[src/rtl/if_id_stall_ctrl_pkg.sv]
// rtl/if_id_stall_ctrl_pkg.sv - shared pipeline constants and watchdog state type
package if_id_stall_ctrl_pkg;

    localparam logic [31:0] NOP_INSTR = 32'h0000_0000;

    // Load opcodes, shared with the hazard unit that raises stall
    localparam logic [5:0] LW = 6'b100011;
    localparam logic [5:0] LB = 6'b100000;
    localparam logic [5:0] LH = 6'b100001;

    typedef enum logic [1:0] {
        WD_IDLE,
        WD_STALLING,
        WD_TIMEOUT
    } wd_state_t;

endpackage

[src/rtl/if_id_stall_ctrl_sat_counter.sv]
// rtl/if_id_stall_ctrl_sat_counter.sv - saturating up-counter with clear
module sat_counter #(
    parameter int                WIDTH = 8,
    parameter logic [WIDTH-1:0]  MAX   = {WIDTH{1'b1}}
) (
    input  logic             clk,
    input  logic             rst,
    input  logic             en,
    input  logic             clr,
    output logic [WIDTH-1:0] q,
    output logic             at_max
);

    assign at_max = (q == MAX);

    always_ff @(posedge clk) begin
        if (rst || clr) begin
            q <= '0;
        end else if (en && !at_max) begin
            q <= q + 1'b1;
        end
    end

endmodule

[src/rtl/if_id_stall_ctrl.sv]
// rtl/if_id_stall_ctrl.sv - IF/ID register with load-use stall, branch flush, stall counter and watchdog
module if_id_stall_ctrl
    import if_id_stall_ctrl_pkg::*;
#(
    parameter int DATA_WIDTH = 32,
    parameter int CNT_WIDTH  = 16,
    parameter int MAX_STALL  = 2
) (
    input  logic                  Clk,
    input  logic                  Rst,
    input  logic                  stall,
    input  logic                  branch_taken,
    input  logic [DATA_WIDTH-1:0] IF_instruction,
    input  logic [DATA_WIDTH-1:0] IF_PCPlus4,
    output logic [DATA_WIDTH-1:0] ID_instruction,
    output logic [DATA_WIDTH-1:0] ID_PCPlus4,
    output logic                  PCWrite,
    output logic                  ID_EX_bubble,
    output logic [CNT_WIDTH-1:0]  stall_count,
    output logic                  stall_timeout
);

    localparam int                RUN_W     = $clog2(MAX_STALL + 2);
    localparam logic [RUN_W-1:0]  RUN_LIMIT = RUN_W'(MAX_STALL);
    localparam logic [RUN_W-1:0]  RUN_MAX   = RUN_W'(MAX_STALL + 1);

    logic             eff;
    logic             cnt_at_max;
    logic [RUN_W-1:0] run_q;
    logic             run_at_max;
    wd_state_t        wd_state;
    wd_state_t        wd_next;

    // A flush squashes the stalled pair, so it overrides the stall everywhere
    assign eff          = stall & ~branch_taken;
    assign PCWrite      = ~stall | branch_taken;
    assign ID_EX_bubble = eff;

    always_ff @(posedge Clk) begin
        if (Rst || branch_taken) begin
            ID_instruction <= DATA_WIDTH'(NOP_INSTR);
            ID_PCPlus4     <= '0;
        end else if (!stall) begin
            ID_instruction <= IF_instruction;
            ID_PCPlus4     <= IF_PCPlus4;
        end
    end

    sat_counter #(.WIDTH(CNT_WIDTH)) u_stall_count (
        .clk    (Clk),
        .rst    (Rst),
        .en     (eff & ~cnt_at_max),
        .clr    (1'b0),
        .q      (stall_count),
        .at_max (cnt_at_max)
    );

    sat_counter #(.WIDTH(RUN_W), .MAX(RUN_MAX)) u_run_count (
        .clk    (Clk),
        .rst    (Rst),
        .en     (eff & ~run_at_max),
        .clr    (~eff),
        .q      (run_q),
        .at_max (run_at_max)
    );

    always_ff @(posedge Clk) begin
        if (Rst) begin
            wd_state <= WD_IDLE;
        end else begin
            wd_state <= wd_next;
        end
    end

    // Timeout is entered on the same edge the run counter steps past the limit
    always_comb begin
        wd_next = wd_state;
        unique case (wd_state)
            WD_IDLE, WD_STALLING: begin
                if (eff && run_q >= RUN_LIMIT) begin
                    wd_next = WD_TIMEOUT;
                end else if (eff) begin
                    wd_next = WD_STALLING;
                end else begin
                    wd_next = WD_IDLE;
                end
            end
            WD_TIMEOUT: wd_next = WD_TIMEOUT;
            default:    wd_next = WD_IDLE;
        endcase
    end

    assign stall_timeout = (wd_state == WD_TIMEOUT);

endmodule
[config.mk]
export PLATFORM = sky130hd
export DESIGN_NAME = if_id_stall_ctrl
export DESIGN_NICKNAME = d
export VERILOG_FILES = /design/src/rtl/if_id_stall_ctrl_pkg.sv /design/src/rtl/if_id_stall_ctrl_sat_counter.sv /design/src/rtl/if_id_stall_ctrl.sv
export SDC_FILE = /design/constraint.sdc
export NUM_CORES = 1
export LEC_CHECK = 0
export BUFFER_PORTS_ARGS = -buffer_cell sky130_fd_sc_hd__clkbuf_2
export CAP_MARGIN = 20
export CORE_MARGIN = 3
export CORE_UTILIZATION = 40
export CTS_CLUSTER_DIAMETER = 40
export DETAILED_ROUTE_END_ITERATION = 8
export GPL_TIMING_DRIVEN = 0
export HOLD_SLACK_MARGIN = 0.12
export PLACE_DENSITY = 0.77
export SYNTH_ARGS = -nofsm -noshare
export SYNTH_HDL_FRONTEND = slang
export SYNTH_SLANG_ARGS = --single-unit
[constraint.sdc]
create_clock -name Clk -period 1.5 [get_ports Clk]
set_input_delay 0.15 -clock Clk [delete_from_list [all_inputs] [get_ports Clk]]
set_output_delay 0.15 -clock Clk [all_outputs]
set_load 0.1 [all_outputs]
### Word level (Yosys, flattened, before mapping)

Index checks and enable logic that the tools add are counted.

* register bits: 84
* latch bits: 0
* memory bits (writable): 0
* bits in read-only memories: 0
* bits of input ports: 68
* output and inout port bits: 83
* logic and storage cells: 33
* memories: 0

* add/sub/neg operators: 2
* multipliers: 0
* divide/modulo/power cells: 0
* magnitude comparators: 1
* equal/unequal tests: 4
* shift-type cells: 0
* mux-type cells: 3
* bitwise logic cells: 9
* reduce and logical (&&, ||, !) cells: 9

Operator list (count)
* adder 16 x 1 -> 16 bit, second input constant: 1
* equality test 16 bit, second input constant: 1
* NOT 1 bit: 5
* equality test 2 bit, second input constant: 2
* case mux 2 bit (2 select lines): 1
* AND 1 bit: 3
* logical AND 1 bit: 3
* adder 2 x 1 -> 2 bit, second input constant: 1
* equality test 2 x 1 -> 1 bit, second input constant: 1
* >= comparator 2 bit, second input constant: 1
* zero test 1 bit: 2
* zero test 2 bit: 1
* logical OR 1 bit: 2
* two-way mux 2 bit: 1
* OR reduction 2 bit: 1
* two-way mux 1 bit: 1
* OR 1 bit: 1

### Logic depth before layout (Yosys ltp)

* depth after elaboration: 5
* depth in mapped cells: 6
* depth with buffers taken out: 6

### By module

From an unflattened synthesis, not the netlist that was laid out.

* cells, all modules: 323
* area total of the unflattened synthesis: 3331.9 um2

Modules (own cells, without submodules)
* if_id_stall_ctrl: times used 1, cells an instance 218, area an instance 2391.0 um2, sequential area each 1321.3 um2
* sat_counter at u_stall_count: times used 1, cells an instance 97, area an instance 835.8 um2, sequential area each 320.3 um2
* sat_counter at u_run_count: times used 1, cells an instance 8, area an instance 105.1 um2, sequential area each 40.0 um2

### Least setup slack after synthesis

OpenSTA, ideal clock, no wires.

* path kind: register -> register
* start: reg u_stall_count.q[0]
* end: reg u_stall_count.q[8]
* arrival: 2.328 ns
* required time: 1.377 ns
* setup slack: -0.951 ns
* stages on the path, launching flop included: 6
* clock period less this slack: 2.451 ns
* cells stage by stage: dfxtp_1 > ha_1 > nand3_1 > nor4_2 > o21a_1 > mux2_1

* word-level cells in the longest chain between the ends: 4
* elaborated cells between the ends (all ways): 6

Ends and longest elaborated chain
* start: declaration: line if_id_stall_ctrl_sat_counter.sv:10 `output logic [WIDTH-1:0] q,`
* start signal: assignment: line if_id_stall_ctrl_sat_counter.sv:20 `q <= q + 1'b1;`
* parallel branches: the longest is 4 deep, another holds adder 16 x 1 -> 16 bit

Several ways; the timed one is not identified.
A chain may end at the register's enable or synchronous reset.

### Worst setup path in the final report

* start: reg u_stall_count.q[6]
* end: reg u_stall_count.q[13]

The elaborated chain is that of the path after synthesis.

==> flow_summary.json <==
{
  "outcome": "finished with violations",
  "violations": "setup timing",
  "post-route-drc-count": 0,
  "timing.max_cap.violations": 0,
  "cts_made_buffers": 9,
  "synthesis.area_per_instance_um2": 9.94,
  "drt_iter0_markers": 124,
  "final.setup.tns_ps": -42.2,
  "max_clock_freq_mhz": 657,
  "layout.cells.most_common_list": "clkbuf_2, nor2_1, dfxtp_1",
  "start_util": 0.417,
  "antenna_found_initial": 0,
  "placement.setup.worst_slack_ps": -154,
  "fin_worst_skew_ps": 9.29,
  "cts_tree": "yes",
  "finalCritPeriodShare": 1.01,
  "async_s_r_ff_share_synth": 0,
  "num-fill-cells": 623,
  "core_footprint_um2": 7850,
  "synth.top_cell.area_share": 0.514,
  "worst_ep_arrival_time_ps": 1780,
  "worstPathRequired_ps": 1760,
  "ioPinCount": 151,
  "fraction_of_the_yosys_area_taken_by_sequential_cells": 0.514,
  "dieWidth_um": 96.4,
  "h-tree-depth": 3,
  "timing_max_transition_violations_final": 0,
  "synth.area.top_cells": "dfxtp_1, mux2i_1, nor2_1",
  "wirelength_mm": 9.92,
  "min_to": "u_run_count.q[0]$_SDFFE_PP0P_",
  "ff2ff_setup_slack_ps": -20,
  "buffer_ports.inserted": 150,
  "library_cell_used_as_clock_root_buffer": "clkbuf_8",
  "worst_slew_pin_slew_ps": 688,
  "synth_seq_cells": 84,
  "grt_max_degree": 14,
  "timing.critical_path.to_type": "flip-flop",
  "grt_util_all_layers": 0.203,
  "post-synth-top-area-cell": "dfxtp_1",
  "wl_per_cell_um": 14.7,
  "vias_per_cell": 5.01,
  "synthesis.area_um2": 3270,
  "criticalPathCategory": "reg -> reg",
  "finalHoldViolations": 0,
  "mostFrequentLayoutCell": "clkbuf_2",
  "worst_hold_path.num_cells": 4,
  "hold_class": "in -> reg",
  "detailedRoute.firstPassIterationCount": 4,
  "die_height_um": 96.4,
  "power.static_leakage_nw": 2.55,
  "layout-area-overhead-vs-synth_pct": 62.6,
  "synth_nets": 400,
  "synth_flop_cell": "dfxtp_1",
  "postLayoutCoreUtil": 0.678,
  "design_power_total_w": 0.00515,
  "antenna_cells": 0,
  "grt_setup_unrepaired": "true",
  "vdd_drop_max_v": 0.000607,
  "clock_transition_at_path_regs_ps": 90,
  "numClockSinks": 84,
  "pwr_density_cell_nw_per_um2": 969,
  "period_needed_ps": 1520,
  "rows": 32,
  "final_layout_size_suffix_gt1_frac": 0.388,
  "crit_fanout": 6,
  "whs_ps": 183,
  "synth_cell_types": 40,
  "clock_tree.buffer_depth": 2,
  "post_synth_inst_count": 329,
  "worst_slack_ps": -21.5,
  "synth.yosys.warnings": 0,
  "final-setup-viol-count": 4,
  "finalWeightedCongestion": 0.784,
  "route.antenna.remaining_nets": 0,
  "hold_start": "branch_taken",
  "timing.max_slew.rel_slack": 0.541,
  "clk_latency_ps": 340,
  "worst_r2r_path_depth": 4,
  "worstReg2RegEnd": "u_stall_count.q[13]$_SDFFE_PP0P_",
  "number_of_enable_flip_flop_cells_after_synthesis": 0,
  "global_route_wire_length_before_repair_mm": 14.7,
  "crit_path_start_kind": "flip-flop",
  "via_count_of_the_first_global_routing_pass": 3242,
  "dieArea_um2": 9300,
  "vias": 3380,
  "global_route.overflow_total": 0,
  "dp_hpwl_mm": 6.17,
  "worst_r2r_startpoint": "u_stall_count.q[6]$_SDFFE_PP0P_",
  "final_net_count": 639
}
## worst max-delay path by stage
| stage | start | endpoint |
|---|---|---|
| 3_3_place_gp | branch_taken | u_stall_count.q[8]$_SDFFE_PP0P_ |
| 5_1_grt | u_stall_count.q[6]$_SDFFE_PP0P_ | u_stall_count.q[15]$_SDFFE_PP0P_ |
| 4_1_cts | u_stall_count.q[1]$_SDFFE_PP0P_ | u_stall_count.q[8]$_SDFFE_PP0P_ |
| 2_1_floorplan | u_stall_count.q[1]$_SDFFE_PP0P_ | u_stall_count.q[8]$_SDFFE_PP0P_ |
| 3_5_place_dp | stall | ID_PCPlus4[4]$_SDFFE_PP0N_ |
| 6_report | u_stall_count.q[6]$_SDFFE_PP0P_ | u_stall_count.q[13]$_SDFFE_PP0P_ |
## layout make-up
type                    count  area, um^2  area share
repair buffers            227        1500       0.281
inverters                   5        23.8     0.00447
clock inverters             3        66.3      0.0125
plain buffers              17        71.3      0.0134
well taps                 102         128      0.0240
multi-input cells         224        1630       0.306
flip-flops and latches     84        1740       0.328
clock buffers              12         166      0.0313
## flip-flops by register name, indices dropped and copies added (netlist names)
register	flops
ID_PCPlus4	32
ID_instruction	32
u_stall_count.q	16
u_run_count.q	2
wd_state	2
## report_power, final
| part | switching [W] | total [W] | internal, W |
|---|---|---|---|
| clock | 0.000776 | 0.00185 | 0.00108 |
| combinational | 0.000677 | 0.000996 | 0.000319 |
| sequential | 0.0000369 | 0.00230 | 0.00226 |
| total | 0.00149 | 0.00515 | 0.00366 |
## kinds of logic (layout without fill, tap and decap cells)
logic type               after synthesis  in the layout  synth area share
multiplexers                          65             65             0.199
AND/OR/NAND/NOR                      122            123             0.183
AO/OA/AOI/OAI                         32             32            0.0616
adder cells (fa/ha/maj)                3              3            0.0115
buffers and inverters                 22            264            0.0275
XOR/XNOR                               1              1           0.00268
flip-flops                            84             84             0.514
## what timing repair did
item,in CTS,in global routing
buffers inserted,5,8
resized for setup,4,11
pin swaps,4,9
cloned,0,1
endpoints found under the hold margin,64,0
hold buffers,64,0
endpoints found under the setup margin,10,9
## per-stage QoR
| step | instances | instance area [um^2] |
|---|---|---|
| after floorplan | 329 | 3390 |
| after global placement | 581 | 4270 |
| after detailed placement | 581 | 4270 |
| after CTS | 665 | 5190 |
| after global routing | 674 | 5320 |
| final | 674 | 5320 |
## routing by layer
layer | share of wire | routed length, um | GRT usage | up-vias
li1 | - | - | - | 1637
met1 | 0.37 | 3650 | 0.219 | 1546
met2 | 0.53 | 5210 | 0.371 | 160
met3 | 0.064 | 633 | 0.0480 | 37
met4 | 0.043 | 427 | 0.0993 | 0
met5 | 0 | 0 | 0 | -
## worst max-delay path, stage by stage, from the launching register on
cell	delay [ps]
dfxtp_4	390
and4b_2	270
nand4_4	120
or4_4	510
a21oi_2	140
## cells in the mapped netlist (2+ instances only)
master	instances
nand2_1	7
buf_2	6
o31ai_1	5
clkbuf_1	8
buf_1	3
o21ai_1	4
nand4_1	5
or3_1	4
a21oi_1	14
mux2i_1	64
and4_1	2
nand3_1	6
ha_1	3
nor2_1	73
nor2b_1	4
inv_1	4
nor3_1	5
o21ai_0	2
dfxtp_1	84
and3_1	2
o41ai_1	2
or4_1	4
Power figures use the tool's default switching activity.
